## config.mk

```make
export PLATFORM = sky130hd
export DESIGN_NAME = bank_demux
export DESIGN_NICKNAME = d
export VERILOG_FILES = /design/src/rtl/bank_demux.sv
export SDC_FILE = /design/constraint.sdc
export NUM_CORES = 1
export LEC_CHECK = 0
export ABC_AREA = 1
export ABC_CLOCK_PERIOD_IN_PS = 2600
export BUFFER_PORTS_ARGS = -buffer_cell sky130_fd_sc_hd__buf_2
export CAP_MARGIN = 20
export CORE_MARGIN = 3
export CORE_UTILIZATION = 47
export DETAILED_ROUTE_END_ITERATION = 10
export PLACE_DENSITY = 0.71
export SYNTH_ARGS = -nofsm -noshare
export SYNTH_HDL_FRONTEND = slang
export SYNTH_SLANG_ARGS = --single-unit
```

## constraint.sdc

```tcl
create_clock -name clk -period 2.6 [get_ports clk]
set_input_delay 0.52 -clock clk [delete_from_list [all_inputs] [get_ports clk]]
set_output_delay 0.52 -clock clk [all_outputs]
set_load 0.01 [all_outputs]
```

## src/rtl/bank_demux.sv

```systemverilog
// -----------------------------------------------------------------------------
// bank_demux
//
// Write-side row distributor. Rows arriving over a valid/ready handshake are
// spread round-robin over POY line-buffer banks, bank index fastest: row k of
// a fill goes to bank (k mod POY) at address (k div POY). Every accepted row
// produces one registered write (one-hot strobe, address, data, bank index)
// in the cycle after it was accepted.
//
// Ports:
//   clk        rising-edge clock
//   rst_n      asynchronous active-low reset
//   start      one-cycle pulse: latch cfg_rows, clear counters, begin a fill
//   cfg_rows   rows per bank for the fill (clamped to DEPTH when latched)
//   in_valid   in_data holds a valid row
//   in_ready   high while filling; a row is taken when in_valid && in_ready
//   in_data    incoming row, BUFW elements of DW bits
//   bank_we    one-hot bank write strobe (registered)
//   bank_addr  row address inside the selected bank (registered)
//   bank_wdata row data (registered)
//   wr_bank    index of the bank selected by bank_we (registered)
//   busy       high while filling
//   done       one-cycle pulse when a fill completes
// -----------------------------------------------------------------------------
module bank_demux #(
  parameter int DW    = 1,
  parameter int POY   = 3,
  parameter int BUFW  = 32,
  parameter int DEPTH = 16,
  localparam int AW   = (DEPTH > 1) ? $clog2(DEPTH) : 1
) (
  input  logic                      clk,
  input  logic                      rst_n,
  input  logic                      start,
  input  logic [7:0]                cfg_rows,
  input  logic                      in_valid,
  output logic                      in_ready,
  input  logic [BUFW-1:0][DW-1:0]   in_data,
  output logic [POY-1:0]            bank_we,
  output logic [AW-1:0]             bank_addr,
  output logic [BUFW-1:0][DW-1:0]   bank_wdata,
  output logic [7:0]                wr_bank,
  output logic                      busy,
  output logic                      done
);

  typedef enum logic [1:0] {
    IDLE = 2'd0,
    FILL = 2'd1,
    DONE = 2'd2
  } state_t;

  localparam logic [8:0] DEPTH9   = 9'(DEPTH);
  localparam logic [7:0] LAST_BNK = 8'(POY - 1);

  state_t         state_reg, state_next;
  logic [7:0]     rows_reg, rows_next;
  logic [7:0]     bank_reg, bank_next;
  logic [AW-1:0]  addr_reg, addr_next;

  logic           accept;
  logic           last_row;
  logic [7:0]     rows_clamped;
  logic [POY-1:0] we_onehot;

  assign accept   = in_valid && (state_reg == FILL);
  assign in_ready = (state_reg == FILL);
  assign busy     = (state_reg == FILL);
  assign done     = (state_reg == DONE);

  // DEPTH fits in 9 bits; cfg_rows can never exceed 255, so when DEPTH is 256
  // the clamp is simply never taken.
  assign rows_clamped = ({1'b0, cfg_rows} > DEPTH9) ? DEPTH9[7:0] : cfg_rows;

  // Final row of the fill: last bank of the last address (rows_reg >= 1 here).
  assign last_row = (bank_reg == LAST_BNK) &&
                    ((9'(addr_reg) + 9'd1) == {1'b0, rows_reg});

  // One-hot strobe for the bank currently being written.
  generate
    for (genvar gi = 0; gi < POY; gi++) begin : g_we
      assign we_onehot[gi] = accept && (bank_reg == 8'(gi));
    end
  endgenerate

  always_comb begin
    state_next = state_reg;
    rows_next  = rows_reg;
    bank_next  = bank_reg;
    addr_next  = addr_reg;
    case (state_reg)
      IDLE: begin
        if (start) begin
          rows_next  = rows_clamped;
          bank_next  = '0;
          addr_next  = '0;
          state_next = (rows_clamped == 8'd0) ? DONE : FILL;
        end
      end
      FILL: begin
        // A restart wins over the counter advance; a row accepted in the same
        // cycle is still written at its old position by the output registers.
        if (start) begin
          rows_next  = rows_clamped;
          bank_next  = '0;
          addr_next  = '0;
          state_next = (rows_clamped == 8'd0) ? DONE : FILL;
        end else if (accept) begin
          if (bank_reg == LAST_BNK) begin
            bank_next = '0;
            addr_next = addr_reg + AW'(1);
          end else begin
            bank_next = bank_reg + 8'd1;
          end
          if (last_row) begin
            state_next = DONE;
          end
        end
      end
      DONE: begin
        state_next = IDLE;
      end
      default: begin
        state_next = IDLE;
      end
    endcase
  end

  always_ff @(posedge clk or negedge rst_n) begin
    if (!rst_n) begin
      state_reg <= IDLE;
      rows_reg  <= '0;
      bank_reg  <= '0;
      addr_reg  <= '0;
    end else begin
      state_reg <= state_next;
      rows_reg  <= rows_next;
      bank_reg  <= bank_next;
      addr_reg  <= addr_next;
    end
  end

  // Write port registers: the strobe lasts one cycle per accept, the
  // address/data/index hold their last values between writes.
  always_ff @(posedge clk or negedge rst_n) begin
    if (!rst_n) begin
      bank_we    <= '0;
      bank_addr  <= '0;
      bank_wdata <= '0;
      wr_bank    <= '0;
    end else begin
      bank_we <= we_onehot;
      if (accept) begin
        bank_addr  <= addr_reg;
        bank_wdata <= in_data;
        wr_bank    <= bank_reg;
      end
    end
  end

endmodule

```

==> results.md <==
* Detailed router's first-iteration violation count at 122
* Post-route setup slack at between 0.8 and 0.9 ns
* Via count normalized by instance count at roughly 4.9
* Count of final max-slew check failures at 0
* Number of core rows at 28
* Worst slew margin relative to its limit at between 50% and 60%
* Areal power density over the cells at 961 nW/um^2
* Final nets at 508
* Number of flip-flops and latches in the synthesized netlist at around 70
* CP Depth at 8
* Antenna diodes at 0
* Share of synthesized area occupied by flip-flops and latches at between 50% and 60%
* Critical path capture point type: register
* Slowest cell delay on critical path at between 0.4 and 0.5 ns
* Pre-CTS WS at between 0.8 and 0.9 ns
* Initial antenna violation count at 0
* Worst Reg-to-Reg Cells at 8
* Count of instances resized after the clock tree is built at 0
* Part of the total power dissipated in the clock network at around a fifth
* Layout cells sized above 1 at between 20% and 30%
* Clock Tree Root: clkbuf_8
* Signal arrival time at the worst endpoint at approximately 2.0 ns
* Number of routed nets with antenna violations at 0
* Width of the die at 86.5 um
* Peak supply drop at 0.614 mV
* Num ports at between 90 and 100
* Leftover overflow at the end of global routing at 0
* Leading area contributor after synthesis: dfrtp_1
* Req. time, crit path at 2.86 ns
* Unrepaired setup endpoints after global routing: no
* Number of failing hold endpoints at the final stage at 0
* Total die area at 7490 um^2
* Max-capacitance violation count at 0
* Slew of the pin with the lowest slew margin at a little over 0.6 ns
* Synthesized cell area at around 3000 um^2
* Number of flip-flops in the largest register at 32
* Count of yosys warnings during synthesis at 0
* Async set-or-reset flop fraction in the synthesized netlist at 100%
* Top cells by area, synth: dfrtp_1 57%, nand2_1 18%, inv_1 3.8%, nand3_1 3.0%, o21ai_0 3.0%
* Most instantiated cells after synthesis: 145 x nand2_1, 69 x dfrtp_1, 31 x inv_1
* Post-CTS setup buffers at 0
* Type of origin of the critical path: register
* Number of failing setup endpoints in the final timing report at 0
* Final HPWL DP at between 4 and 5 mm
* WL per Instance at around 13 um
* CTS Hold Bufs at 0
* Minimum period implied by the final worst setup slack at between 1.5 and 2 ns
* Final-layout worst hold slack at roughly 0.19 ns
* Kind of cell adding the most delay to the critical path: simple AND/OR/NAND/NOR gates
* LEAKAGE at 2.07 nW
* Crit path buf inv count at 1
* Number of enable-type register cells in the synthesized netlist at 0
* Largest clock skew in the final design at roughly 0.013 ns
* Number of filler instances in the final layout at 576
* Flop pwr share at 43.8%
* Count of non-filler cells in the finished layout at around 540
* Max frequency at approximately 0.58 GHz
* Total routed wirelength at 6.91 mm
* Area growth from synthesis to layout at 22.8%
* Net count of the mapped netlist at approximately 400
* Run status: completed
* Synth top area share at between 50% and 60%
* Crit path kind: register to register
* Flip-flop cell with the highest count after synthesis: dfrtp_1
* Vert. Die Dim at ~87 um
* Worst-case clock buffer depth at 2
* Worst hold path type: input port to asynchronous set/reset pin
* Cell internal power dissipation at between 2 and 2.5 mW
* Mapped Cells at 363
* Detailed-route via count at about 2600
* Core Area at ~6100 um^2
* Highest-delay cell along the critical path: dfrtp_1
* Mean instance size in the synthesized netlist at between 8 and 9 um^2
* Gate power share at between 30% and 40%
* Global-route wire length before repair at roughly 12 mm
* Pin count of the biggest net entering global routing at 46
* Placed Instances at 523
* Most common cell in the synthesized netlist: nand2_1
* TritonCTS clock tree: yes
* Cell-by-cell trace of the critical path: inv_1, ha_1, nand2_1, nor2_1, nor2_4, nor2_4, nand2_1, o22ai_1
* Detailed-routing iteration count for the pre-antenna-repair pass at 4
* H-tree level count at 3
* Power dissipated by switching net loads at between 1 and 1.5 mW
* Count of input and output buffers at slightly above 90
* Vias in the first global route at about 2600
* Aggregate negative setup slack at 0 ns
* Number of buffers created by CTS at 9
* Clock-pin slew reported for the worst setup and hold paths after clock tree synthesis at roughly 0.07 ns
* Yosys cell types at 25
* Total routing resource utilization after global routing at between 20% and 30%
* Crit path max fanout at 12
* Most flops, register: bank_wdata
* Final period utilization at about two thirds
* Net switching share of the total power at a little under two fifths
* CTS sink count at around 70
* Clock latency at the later pin of the worst-skew pair at between 0.3 and 0.4 ns
* Initial Util at 50.0%
* DRC violations left at 0
* Final Wtd Congestion at approximately 0.84
==> power by group through the flow <==
stage / logic [mW] / clock network [mW] / registers (mW)
4_1_cts: 1.30 / 0.777 / 1.58
3_5_place_dp: 1.29 / 0 / 1.59
2_1_floorplan: 0.667 / 0 / 1.71
5_1_grt: 1.45 / 0.826 / 1.62
3_3_place_gp: 1.25 / 0 / 1.59
6_report: 1.27 / 0.753 / 1.58
==> per-layer routing <==
metal	wire length, um	vias to the layer above	GRT usage, %
li1	-	1332	-
met1	3180	1214	28.5
met2	3130	86	30.7
met3	510	6	3.61
met4	83	0	8.07
met5	0	-	0
==> metrics by stage <==
step           power (mW)  cell area (um^2)  utilization (%)
2_1_floorplan        2.38              3050                -
3_3_place_gp         2.84              3580             58.7
3_5_place_dp         2.88              3580             58.7
4_1_cts              3.65              3740             61.4
5_1_grt              3.89              3740             61.4
6_report             3.60              3740             61.4
==> kinds of logic (layout without fill, tap and decap cells) <==
| family | after synthesis | count (layout) | share of synthesized area (%) |
|---|---|---|---|
| AND/OR/NAND/NOR | 211 | 211 | 28.9 |
| XOR/XNOR | 2 | 2 | 0.575 |
| AO/OA/AOI/OAI | 31 | 31 | 5.38 |
| flip-flops | 69 | 69 | 56.6 |
| buffers and inverters | 45 | 145 | 6.44 |
| adder cells (fa/ha/maj) | 5 | 5 | 2.05 |
==> final timing paths <==
check                                           start                          to  slack, ns
max in group asynchronous                       rst_n     rows_reg[5]$_DFFE_PN0P_       1.76
min in group clk                           in_data[7]   bank_wdata[7]$_DFFE_PN0P_       0.37
min reg2reg                bank_wdata[10]$_DFFE_PN0P_  bank_wdata[10]$_DFFE_PN0P_       0.47
min                                             rst_n  bank_wdata[10]$_DFFE_PN0P_       0.19
max                           bank_reg[0]$_DFFE_PN0P_     addr_reg[2]$_DFFE_PN0P_       0.88
max reg2reg                   bank_reg[0]$_DFFE_PN0P_     addr_reg[2]$_DFFE_PN0P_       0.88
==> layout make-up <==
class                           count  area, um^2  share of cell area [%]
Tap cell                           75        93.8                    2.51
Inverter                           33         124                    3.31
Multi-Input combinational cell    249        1130                    30.1
Timing Repair Buffer               97         508                    13.6
Sequential cell                    69        1730                    46.1
Clock inverter                      4        25.0                   0.668
Clock buffer                       11         141                    3.78
==> layout by cell type, fill, tap and decap left out, drive strengths merged <==
cell,count
nand2,149
buf,97
dfrtp,69
inv,32
nor2,28
nand3,18
o21ai,18
clkbuf,11
nor3,10
a21oi,7
o22ai,5
nand4,5
ha,5
clkinv,3
clkinvlp,2
xnor2,1
xor2,1
nor4,1
a211oi,1
Power figures use the tool's default switching activity.
